File: src/rtl/alarm_panel_pkg.sv
`default_nettype none
// ============================================================================
// Module      : alarm_panel_pkg
// Description : Shared state encodings, BCD limits and the HH:MM struct for
//               the alarm front-panel controller.
// Revision    : 1.0 - initial release
// ============================================================================
package alarm_panel_pkg;

    typedef enum logic [2:0] {
        EDIT_IDLE  = 3'd0,
        EDIT_T_HR  = 3'd1,
        EDIT_T_MIN = 3'd2,
        EDIT_A_HR  = 3'd3,
        EDIT_A_MIN = 3'd4,
        EDIT_LOAD  = 3'd5
    } edit_state_e;

    typedef enum logic [1:0] {
        RING_QUIET   = 2'd0,
        RING_RINGING = 2'd1,
        RING_SNOOZED = 2'd2,
        RING_RERING  = 2'd3
    } ring_state_e;

    localparam logic [1:0] HR_MAX_T      = 2'd2;
    localparam logic [3:0] HR_MAX_U_AT_2 = 4'd3;
    localparam logic [3:0] MIN_MAX_T     = 4'd5;

    typedef struct packed {
        logic [1:0] h1;
        logic [3:0] h0;
        logic [3:0] m1;
        logic [3:0] m0;
    } bcd_hm_t;

endpackage
`default_nettype wire

File: src/rtl/alarm_panel_ctrl_if.sv
`default_nettype none
// ============================================================================
// Module      : alarm_panel_ctrl_if
// Description : Panel buttons, Aclock alarm input and the Aclock load/control
//               bus bundled for the front-panel controller.
// Revision    : 1.0 - initial release
// ============================================================================
interface alarm_panel_ctrl_if;
    logic       btn_mode;
    logic       btn_inc;
    logic       btn_set;
    logic       btn_snooze;
    logic       btn_stop;
    logic       btn_al_en;
    logic       Alarm;
    logic [1:0] H_in1;
    logic [3:0] H_in0;
    logic [3:0] M_in1;
    logic [3:0] M_in0;
    logic       LD_time;
    logic       LD_alarm;
    logic       STOP_al;
    logic       AL_ON;
    logic       buzzer;
    logic [2:0] edit_sel;

    modport master (
        output btn_mode, btn_inc, btn_set, btn_snooze, btn_stop, btn_al_en, Alarm,
        input  H_in1, H_in0, M_in1, M_in0, LD_time, LD_alarm, STOP_al, AL_ON,
               buzzer, edit_sel
    );

    modport slave (
        input  btn_mode, btn_inc, btn_set, btn_snooze, btn_stop, btn_al_en, Alarm,
        output H_in1, H_in0, M_in1, M_in0, LD_time, LD_alarm, STOP_al, AL_ON,
               buzzer, edit_sel
    );
endinterface
`default_nettype wire

File: src/rtl/alarm_panel_ctrl_hm_edit_buf.sv
`default_nettype none
// ============================================================================
// Module      : hm_edit_buf
// Description : One HH:MM BCD edit register with 23:59 wrap-around increments.
// Revision    : 1.0 - initial release
// ============================================================================
module hm_edit_buf
    import alarm_panel_pkg::*;
(
    input  logic    clk,
    input  logic    clear_i,
    input  logic    inc_hr_i,
    input  logic    inc_min_i,
    output bcd_hm_t hm_o
);

    bcd_hm_t hm_q;
    bcd_hm_t hm_d;

    always_comb begin
        hm_d = hm_q;
        if (inc_hr_i) begin
            if (hm_q.h1 == HR_MAX_T && hm_q.h0 == HR_MAX_U_AT_2) begin
                hm_d.h1 = 2'd0;
                hm_d.h0 = 4'd0;
            end else if (hm_q.h0 == 4'd9) begin
                hm_d.h1 = hm_q.h1 + 2'd1;
                hm_d.h0 = 4'd0;
            end else begin
                hm_d.h0 = hm_q.h0 + 4'd1;
            end
        end
        if (inc_min_i) begin
            if (hm_q.m0 == 4'd9) begin
                hm_d.m0 = 4'd0;
                hm_d.m1 = (hm_q.m1 == MIN_MAX_T) ? 4'd0 : hm_q.m1 + 4'd1;
            end else begin
                hm_d.m0 = hm_q.m0 + 4'd1;
            end
        end
    end

    always_ff @(posedge clk) begin
        if (clear_i) begin
            hm_q <= '0;
        end else begin
            hm_q <= hm_d;
        end
    end

    assign hm_o = hm_q;

endmodule
`default_nettype wire

File: src/rtl/alarm_panel_ctrl.sv
`default_nettype none
// ============================================================================
// Module      : alarm_panel_ctrl
// Description : Button-driven edit/load sequencer and snooze/auto-silence
//               scheduler in front of the Aclock alarm-clock datapath.
// Revision    : 1.0 - initial release
// ============================================================================
module alarm_panel_ctrl
    import alarm_panel_pkg::*;
#(
    parameter int SNOOZE_SEC = 300,
    parameter int RING_SEC   = 60,
    parameter int MAX_SNOOZE = 3,
    parameter int CNT_W      = 9
)(
    input  logic              clk,
    input  logic              reset,
    alarm_panel_ctrl_if.slave panel
);

    localparam int SNZ_W = $clog2(MAX_SNOOZE + 1);
    localparam logic [CNT_W-1:0] c_ring_ld   = CNT_W'(RING_SEC - 1);
    localparam logic [CNT_W-1:0] c_snooze_ld = CNT_W'(SNOOZE_SEC - 1);
    localparam logic [SNZ_W-1:0] c_max_snz   = SNZ_W'(MAX_SNOOZE);

    logic [5:0] btn_now;
    logic [5:0] btn_q;
    logic [5:0] ev;
    logic       ev_mode, ev_inc, ev_set, ev_snooze, ev_stop, ev_al_en;

    assign btn_now = {panel.btn_al_en, panel.btn_stop, panel.btn_snooze,
                      panel.btn_set, panel.btn_inc, panel.btn_mode};
    assign ev = btn_now & ~btn_q;
    assign {ev_al_en, ev_stop, ev_snooze, ev_set, ev_inc, ev_mode} = ev;

    edit_state_e edit_q, edit_d;
    bcd_hm_t     bus_q, bus_d, bus_view;
    bcd_hm_t     time_hm, alarm_hm;
    logic        ld_time_q, ld_time_d;
    logic        ld_alarm_q, ld_alarm_d;
    logic        t_inc_hr, t_inc_min, a_inc_hr, a_inc_min;

    ring_state_e      ring_q, ring_d;
    logic [CNT_W-1:0] cnt_q, cnt_d;
    logic [SNZ_W-1:0] snz_q, snz_d;
    logic             rering_q, rering_d;
    logic             stop_q, stop_d;
    logic             al_on_q, al_on_d;

    hm_edit_buf u_time_buf (
        .clk       (clk),
        .clear_i   (reset),
        .inc_hr_i  (t_inc_hr),
        .inc_min_i (t_inc_min),
        .hm_o      (time_hm)
    );

    hm_edit_buf u_alarm_buf (
        .clk       (clk),
        .clear_i   (reset),
        .inc_hr_i  (a_inc_hr),
        .inc_min_i (a_inc_min),
        .hm_o      (alarm_hm)
    );

    // Edit FSM; set outranks mode, which outranks inc.
    always_comb begin
        edit_d     = edit_q;
        bus_d      = bus_q;
        ld_time_d  = 1'b0;
        ld_alarm_d = 1'b0;
        t_inc_hr   = 1'b0;
        t_inc_min  = 1'b0;
        a_inc_hr   = 1'b0;
        a_inc_min  = 1'b0;
        case (edit_q)
            EDIT_IDLE: begin
                if (ev_mode) edit_d = EDIT_T_HR;
            end
            EDIT_T_HR, EDIT_T_MIN: begin
                if (ev_set) begin
                    edit_d    = EDIT_LOAD;
                    bus_d     = time_hm;
                    ld_time_d = 1'b1;
                end else if (ev_mode) begin
                    edit_d = (edit_q == EDIT_T_HR) ? EDIT_T_MIN : EDIT_A_HR;
                end else if (ev_inc) begin
                    t_inc_hr  = (edit_q == EDIT_T_HR);
                    t_inc_min = (edit_q == EDIT_T_MIN);
                end
            end
            EDIT_A_HR, EDIT_A_MIN: begin
                if (ev_set) begin
                    edit_d     = EDIT_LOAD;
                    bus_d      = alarm_hm;
                    ld_alarm_d = 1'b1;
                end else if (ev_mode) begin
                    edit_d = (edit_q == EDIT_A_HR) ? EDIT_A_MIN : EDIT_IDLE;
                end else if (ev_inc) begin
                    a_inc_hr  = (edit_q == EDIT_A_HR);
                    a_inc_min = (edit_q == EDIT_A_MIN);
                end
            end
            default: edit_d = EDIT_IDLE;
        endcase
    end

    // The bus follows the buffer under edit so it is already valid in the
    // cycle the set press is seen, then holds the last committed value.
    always_comb begin
        bus_view = bus_q;
        case (edit_q)
            EDIT_T_HR, EDIT_T_MIN: bus_view = time_hm;
            EDIT_A_HR, EDIT_A_MIN: bus_view = alarm_hm;
            default:               bus_view = bus_q;
        endcase
    end

    always_comb begin
        ring_d   = ring_q;
        cnt_d    = cnt_q;
        snz_d    = snz_q;
        rering_d = rering_q;
        stop_d   = 1'b0;
        al_on_d  = ev_al_en ? ~al_on_q : al_on_q;
        if (ev_al_en && al_on_q && ring_q != RING_QUIET) begin
            ring_d   = RING_QUIET;
            stop_d   = 1'b1;
            rering_d = 1'b0;
            snz_d    = '0;
        end else begin
            case (ring_q)
                RING_QUIET: begin
                    if (panel.Alarm && al_on_q) begin
                        ring_d = RING_RINGING;
                        cnt_d  = c_ring_ld;
                    end
                end
                RING_RINGING, RING_RERING: begin
                    if (ev_stop || cnt_q == '0 || (ev_snooze && snz_q == c_max_snz)) begin
                        ring_d   = RING_QUIET;
                        stop_d   = 1'b1;
                        rering_d = 1'b0;
                        snz_d    = '0;
                    end else if (ev_snooze) begin
                        ring_d   = RING_SNOOZED;
                        stop_d   = 1'b1;
                        rering_d = 1'b0;
                        snz_d    = snz_q + 1'b1;
                        cnt_d    = c_snooze_ld;
                    end else begin
                        cnt_d = cnt_q - 1'b1;
                    end
                end
                RING_SNOOZED: begin
                    if (ev_stop) begin
                        ring_d = RING_QUIET;
                        snz_d  = '0;
                    end else if (cnt_q == '0) begin
                        ring_d   = RING_RERING;
                        rering_d = 1'b1;
                        cnt_d    = c_ring_ld;
                    end else begin
                        cnt_d = cnt_q - 1'b1;
                    end
                end
                default: ring_d = RING_QUIET;
            endcase
        end
    end

    always_ff @(posedge clk) begin
        if (reset) begin
            btn_q      <= '0;
            edit_q     <= EDIT_IDLE;
            bus_q      <= '0;
            ld_time_q  <= 1'b0;
            ld_alarm_q <= 1'b0;
            ring_q     <= RING_QUIET;
            cnt_q      <= '0;
            snz_q      <= '0;
            rering_q   <= 1'b0;
            stop_q     <= 1'b0;
            al_on_q    <= 1'b0;
        end else begin
            btn_q      <= btn_now;
            edit_q     <= edit_d;
            bus_q      <= bus_d;
            ld_time_q  <= ld_time_d;
            ld_alarm_q <= ld_alarm_d;
            ring_q     <= ring_d;
            cnt_q      <= cnt_d;
            snz_q      <= snz_d;
            rering_q   <= rering_d;
            stop_q     <= stop_d;
            al_on_q    <= al_on_d;
        end
    end

    assign panel.H_in1    = bus_view.h1;
    assign panel.H_in0    = bus_view.h0;
    assign panel.M_in1    = bus_view.m1;
    assign panel.M_in0    = bus_view.m0;
    assign panel.LD_time  = ld_time_q;
    assign panel.LD_alarm = ld_alarm_q;
    assign panel.STOP_al  = stop_q;
    assign panel.AL_ON    = al_on_q;
    assign panel.buzzer   = panel.Alarm | rering_q;
    assign panel.edit_sel = edit_q;

endmodule
`default_nettype wire

File: src/flat_wrapper.sv
// flat-port wrapper written by rule: the top's interface ports become plain ports
module alarm_panel_ctrl_flat import alarm_panel_pkg::*;
#(
    parameter int SNOOZE_SEC = 300,
    parameter int RING_SEC   = 60,
    parameter int MAX_SNOOZE = 3,
    parameter int CNT_W      = 9
)
  (clk, reset, panel_btn_mode, panel_btn_inc, panel_btn_set, panel_btn_snooze, panel_btn_stop, panel_btn_al_en, panel_Alarm, panel_H_in1, panel_H_in0, panel_M_in1, panel_M_in0, panel_LD_time, panel_LD_alarm, panel_STOP_al, panel_AL_ON, panel_buzzer, panel_edit_sel);
  alarm_panel_ctrl_if panel_i ();
  input  logic clk;
  input  logic reset;
  input wire logic [$bits(panel_i.btn_mode)-1:0] panel_btn_mode;
  input wire logic [$bits(panel_i.btn_inc)-1:0] panel_btn_inc;
  input wire logic [$bits(panel_i.btn_set)-1:0] panel_btn_set;
  input wire logic [$bits(panel_i.btn_snooze)-1:0] panel_btn_snooze;
  input wire logic [$bits(panel_i.btn_stop)-1:0] panel_btn_stop;
  input wire logic [$bits(panel_i.btn_al_en)-1:0] panel_btn_al_en;
  input wire logic [$bits(panel_i.Alarm)-1:0] panel_Alarm;
  output wire logic [$bits(panel_i.H_in1)-1:0] panel_H_in1;
  output wire logic [$bits(panel_i.H_in0)-1:0] panel_H_in0;
  output wire logic [$bits(panel_i.M_in1)-1:0] panel_M_in1;
  output wire logic [$bits(panel_i.M_in0)-1:0] panel_M_in0;
  output wire logic [$bits(panel_i.LD_time)-1:0] panel_LD_time;
  output wire logic [$bits(panel_i.LD_alarm)-1:0] panel_LD_alarm;
  output wire logic [$bits(panel_i.STOP_al)-1:0] panel_STOP_al;
  output wire logic [$bits(panel_i.AL_ON)-1:0] panel_AL_ON;
  output wire logic [$bits(panel_i.buzzer)-1:0] panel_buzzer;
  output wire logic [$bits(panel_i.edit_sel)-1:0] panel_edit_sel;
  assign panel_i.btn_mode = panel_btn_mode;
  assign panel_i.btn_inc = panel_btn_inc;
  assign panel_i.btn_set = panel_btn_set;
  assign panel_i.btn_snooze = panel_btn_snooze;
  assign panel_i.btn_stop = panel_btn_stop;
  assign panel_i.btn_al_en = panel_btn_al_en;
  assign panel_i.Alarm = panel_Alarm;
  assign panel_H_in1 = panel_i.H_in1;
  assign panel_H_in0 = panel_i.H_in0;
  assign panel_M_in1 = panel_i.M_in1;
  assign panel_M_in0 = panel_i.M_in0;
  assign panel_LD_time = panel_i.LD_time;
  assign panel_LD_alarm = panel_i.LD_alarm;
  assign panel_STOP_al = panel_i.STOP_al;
  assign panel_AL_ON = panel_i.AL_ON;
  assign panel_buzzer = panel_i.buzzer;
  assign panel_edit_sel = panel_i.edit_sel;
  alarm_panel_ctrl #(.SNOOZE_SEC(SNOOZE_SEC), .RING_SEC(RING_SEC), .MAX_SNOOZE(MAX_SNOOZE), .CNT_W(CNT_W)) u_core (.clk(clk), .reset(reset), .panel(panel_i));
endmodule
File: config.mk
export PLATFORM = sky130hd
export DESIGN_NAME = alarm_panel_ctrl_flat
export DESIGN_NICKNAME = d
export VERILOG_FILES = /design/src/rtl/alarm_panel_pkg.sv /design/src/rtl/alarm_panel_ctrl_if.sv /design/src/rtl/alarm_panel_ctrl_hm_edit_buf.sv /design/src/rtl/alarm_panel_ctrl.sv /design/src/flat_wrapper.sv
export SDC_FILE = /design/constraint.sdc
export NUM_CORES = 1
export LEC_CHECK = 0
export ABC_CLOCK_PERIOD_IN_PS = 2500
export BUFFER_PORTS_ARGS = -buffer_cell sky130_fd_sc_hd__buf_2
export CORE_ASPECT_RATIO = 1.2
export CORE_UTILIZATION = 40
export DETAILED_ROUTE_END_ITERATION = 7
export PLACE_DENSITY = 0.67
export REMOVE_ABC_BUFFERS = 1
export SKIP_LAST_GASP = 1
export SLEW_MARGIN = 20
export SYNTH_ARGS = -nofsm -noshare
export SYNTH_HDL_FRONTEND = slang
export SYNTH_SLANG_ARGS = --single-unit
File: constraint.sdc
create_clock -name clk -period 2.5 [get_ports clk]
set_input_delay 0.5 -clock clk [delete_from_list [all_inputs] [get_ports clk]]
set_output_delay 0.5 -clock clk [all_outputs]
set_load 0.01 [all_outputs]
==> out/metrics.csv <==
metric,value,unit
reg2reg_from,u_core.cnt_q[0],
outcome,finished clean,
fin_skew,11.5,ps
critPathKind,reg2out,
slew-limit-headroom,0.648,
grt_pass1_vias,2961,
num-nets-final,473,
synth.distinct_cells,60,
syn2layout_area_growth,15.5,%
total_leakage_power,1.51,nW
design_area,4130,um^2
drtAntennaViolNets,0,
core_area,8610,um^2
worstMarginPinSlew,522,ps
grt_max_degree,36,
synth.top_cell.area_share,0.386,
ys.flop_type,dfxtp_1,
slew_viol_final,0,
setup_slack,104,ps
path_depth,5,
min_to,u_core.btn_q[4],
fmax,417,MHz
numCtsBuffers,9,
dp_slack,66.8,ps
crit_family,flip-flops,
power-per-cell-area,608,nW/um^2
vias,3206,
postLayoutCoreUtil,0.480,
synth_edf_count,0,
pin_count,31,
routed_wl,8020,um
insertion_delay,340,ps
final_cell_mix,"dfxtp_1 (67), nor2_1 (52), a21oi_1 (42)",
cts_buffer_depth,2,
fin_crit_sh,0.958,
synth.avg_cell_area,8.45,um^2
reg2reg_slack,140,ps
wl_per_cell,13.8,um
required,2000,ps
layout-drive-gt1-share,0.177,
dpl.hpwl,5540,um
hold-path-cell-count,2,
synth_area_leaders,"dfxtp_1 (39%), a21oi_1 (6.0%), nor2b_1 (6.0%)",
drc_errors,0,
dieArea,9320,um^2
fp-row-count,37,
hold_buffers,0,
ys_seq_area_frac,0.386,
worstPathCellList,"nor2b_1, a221oi_2, buf_4, a221o_1, buf_2",
final_common_cell,dfxtp_1,
cp-start-kind,flop,
critPathArrivalTime,1900,ps
rr_worst_depth,7,
multi_input_area,2080,um^2
portBuffers,30,
fin_cells,579,
synthArstFlopShare,0,
seqCellArea,1380,um^2
rsz0062_at_grt,no,
cts_htree_levels,3,
fin_tns_setup,0,ps
grt_first_pass_wirelength,13700,um
place_inst,562,
synth_area_leader_cell,dfxtp_1,
critical_path_buf_inv_count,2,
min_path_type,in2reg,
start_util,0.415,
fin_crit,2400,ps
hp-start,panel_btn_stop,
place_congestion,0.843,
slowest_stage,dfxtp_2,
syn-cell-area,3570,um^2
synthCells,423,
synth-seq-cells,69,
track_usage,0.186,
root_buffer,clkbuf_8,
via_per_inst,5.54,
r2r-end,u_core.snz_q[1],
whs,397,ps
report.final.hold_viol_count,0,
fp.dieW,88.3,um
final-setup-viol-count,0,
worstSetupStartpoint,u_core.panel.edit_sel[1],
cts.sink_count,69,
firstDrtPassIters,6,
antenna_found_initial,0,
critPathMaxStageDelay,450,ps
gr-total-overflow,0,
initialDrtViolationCount,283,
yosysWarnings,0,
cts_tree,done,
critPathMaxFanout,15,
fillerInstances,859,
max_cap_viol_count,0,
endpoint_kind,output port,
finalPower,2.51,mW
clk_pin_slew,70,ps
peakVddDrop,0.292,mV
num_antenna_cells,0,
die_h,106,um
dpl_cell_area,3910,um^2
==> worst max-delay path by stage <==
stage	to	slack, ps
global route	u_core.cnt_q[3]	7
global placement	u_core.cnt_q[6]	190
finish	panel_H_in1[1]	100
CTS	u_core.cnt_q[3]	40
floorplan	panel_H_in0[0]	-320
detailed placement	u_core.cnt_q[6]	70
==> report_power, final <==
group,switching [mW],internal [mW],total (mW)
combinational,0.261,0.198,0.459
clock,0.415,0.450,0.865
sequential,0.0411,1.15,1.19
==> cells in the mapped netlist, types with 3 or more instances <==
master / number
nor3b_1: 6
ha_1: 6
xnor2_1: 6
clkbuf_1: 20
nor3_1: 5
mux2i_1: 3
a221o_1: 14
a21oi_1: 43
nand2b_1: 7
nand4b_1: 3
a211oi_1: 15
o21ai_0: 17
buf_2: 3
or3_1: 6
a32o_1: 3
nand4_1: 3
and3b_1: 3
nor2_1: 52
dfxtp_1: 69
a311oi_1: 3
nand3b_1: 4
and2_1: 3
nor4bb_1: 3
inv_1: 11
xor2_1: 9
nand2_1: 25
nor2b_1: 34
nand3_1: 5
or2_2: 3
==> worst register-to-register path: cells and delay by family, from the launching register on <==
family          cells  cell delay, ps
fa+ha+maj           1             200
simple gates        2            1100
flops               1             340
buf+inv             1              70
compound gates      3             600
==> flip-flops by register name, indices dropped and copies added (netlist names) <==
signal,cells
u_core.u_alarm_buf.hm_o,14
u_core.u_time_buf.hm_o,14
u_core.btn_q,6
u_core.bus_q,14
u_core.snz_q,2
u_core.rering_q,1
u_core.panel.STOP_al,1
u_core.ring_q,2
u_core.panel.edit_sel,3
u_core.panel.LD_alarm,1
u_core.panel.LD_time,1
u_core.panel.AL_ON,1
u_core.cnt_q,9
==> layer usage <==
layer,GRT usage,wire length [um],vias to the layer above
li1,-,-,1605
met1,0.243,3790,1526
met2,0.297,3830,62
met3,0.0399,275,13
met4,0.0668,124,0
met5,0,0,-
==> cell families after synthesis <==
logic type,Yosys count,synth area share
compound gates,115,0.227
flops,69,0.386
simple gates,179,0.281
fa+ha+maj,6,0.0210
xor+xnor,15,0.0368
buf+inv,36,0.0389
mux,3,0.00840
==> timing repair <==
action / 4_1_cts / 5_1_grt
setup buffers: 0 / 2
endpoints found under the setup margin: 2 / 17
pin swaps: 0 / 0
resized for setup: 3 / 4
==> area by class of cell <==
| cell class | count | share of cell area |
|---|---|---|
| inverters | 11 | 0.0100 |
| multi-input cells | 318 | 0.505 |
| well taps | 117 | 0.0355 |
| repair buffers | 49 | 0.0709 |
| flip-flops and latches | 69 | 0.335 |
| clock buffers | 10 | 0.0309 |
| clock inverters | 5 | 0.0127 |
No activity file was read; power rests on OpenSTA's default activity.
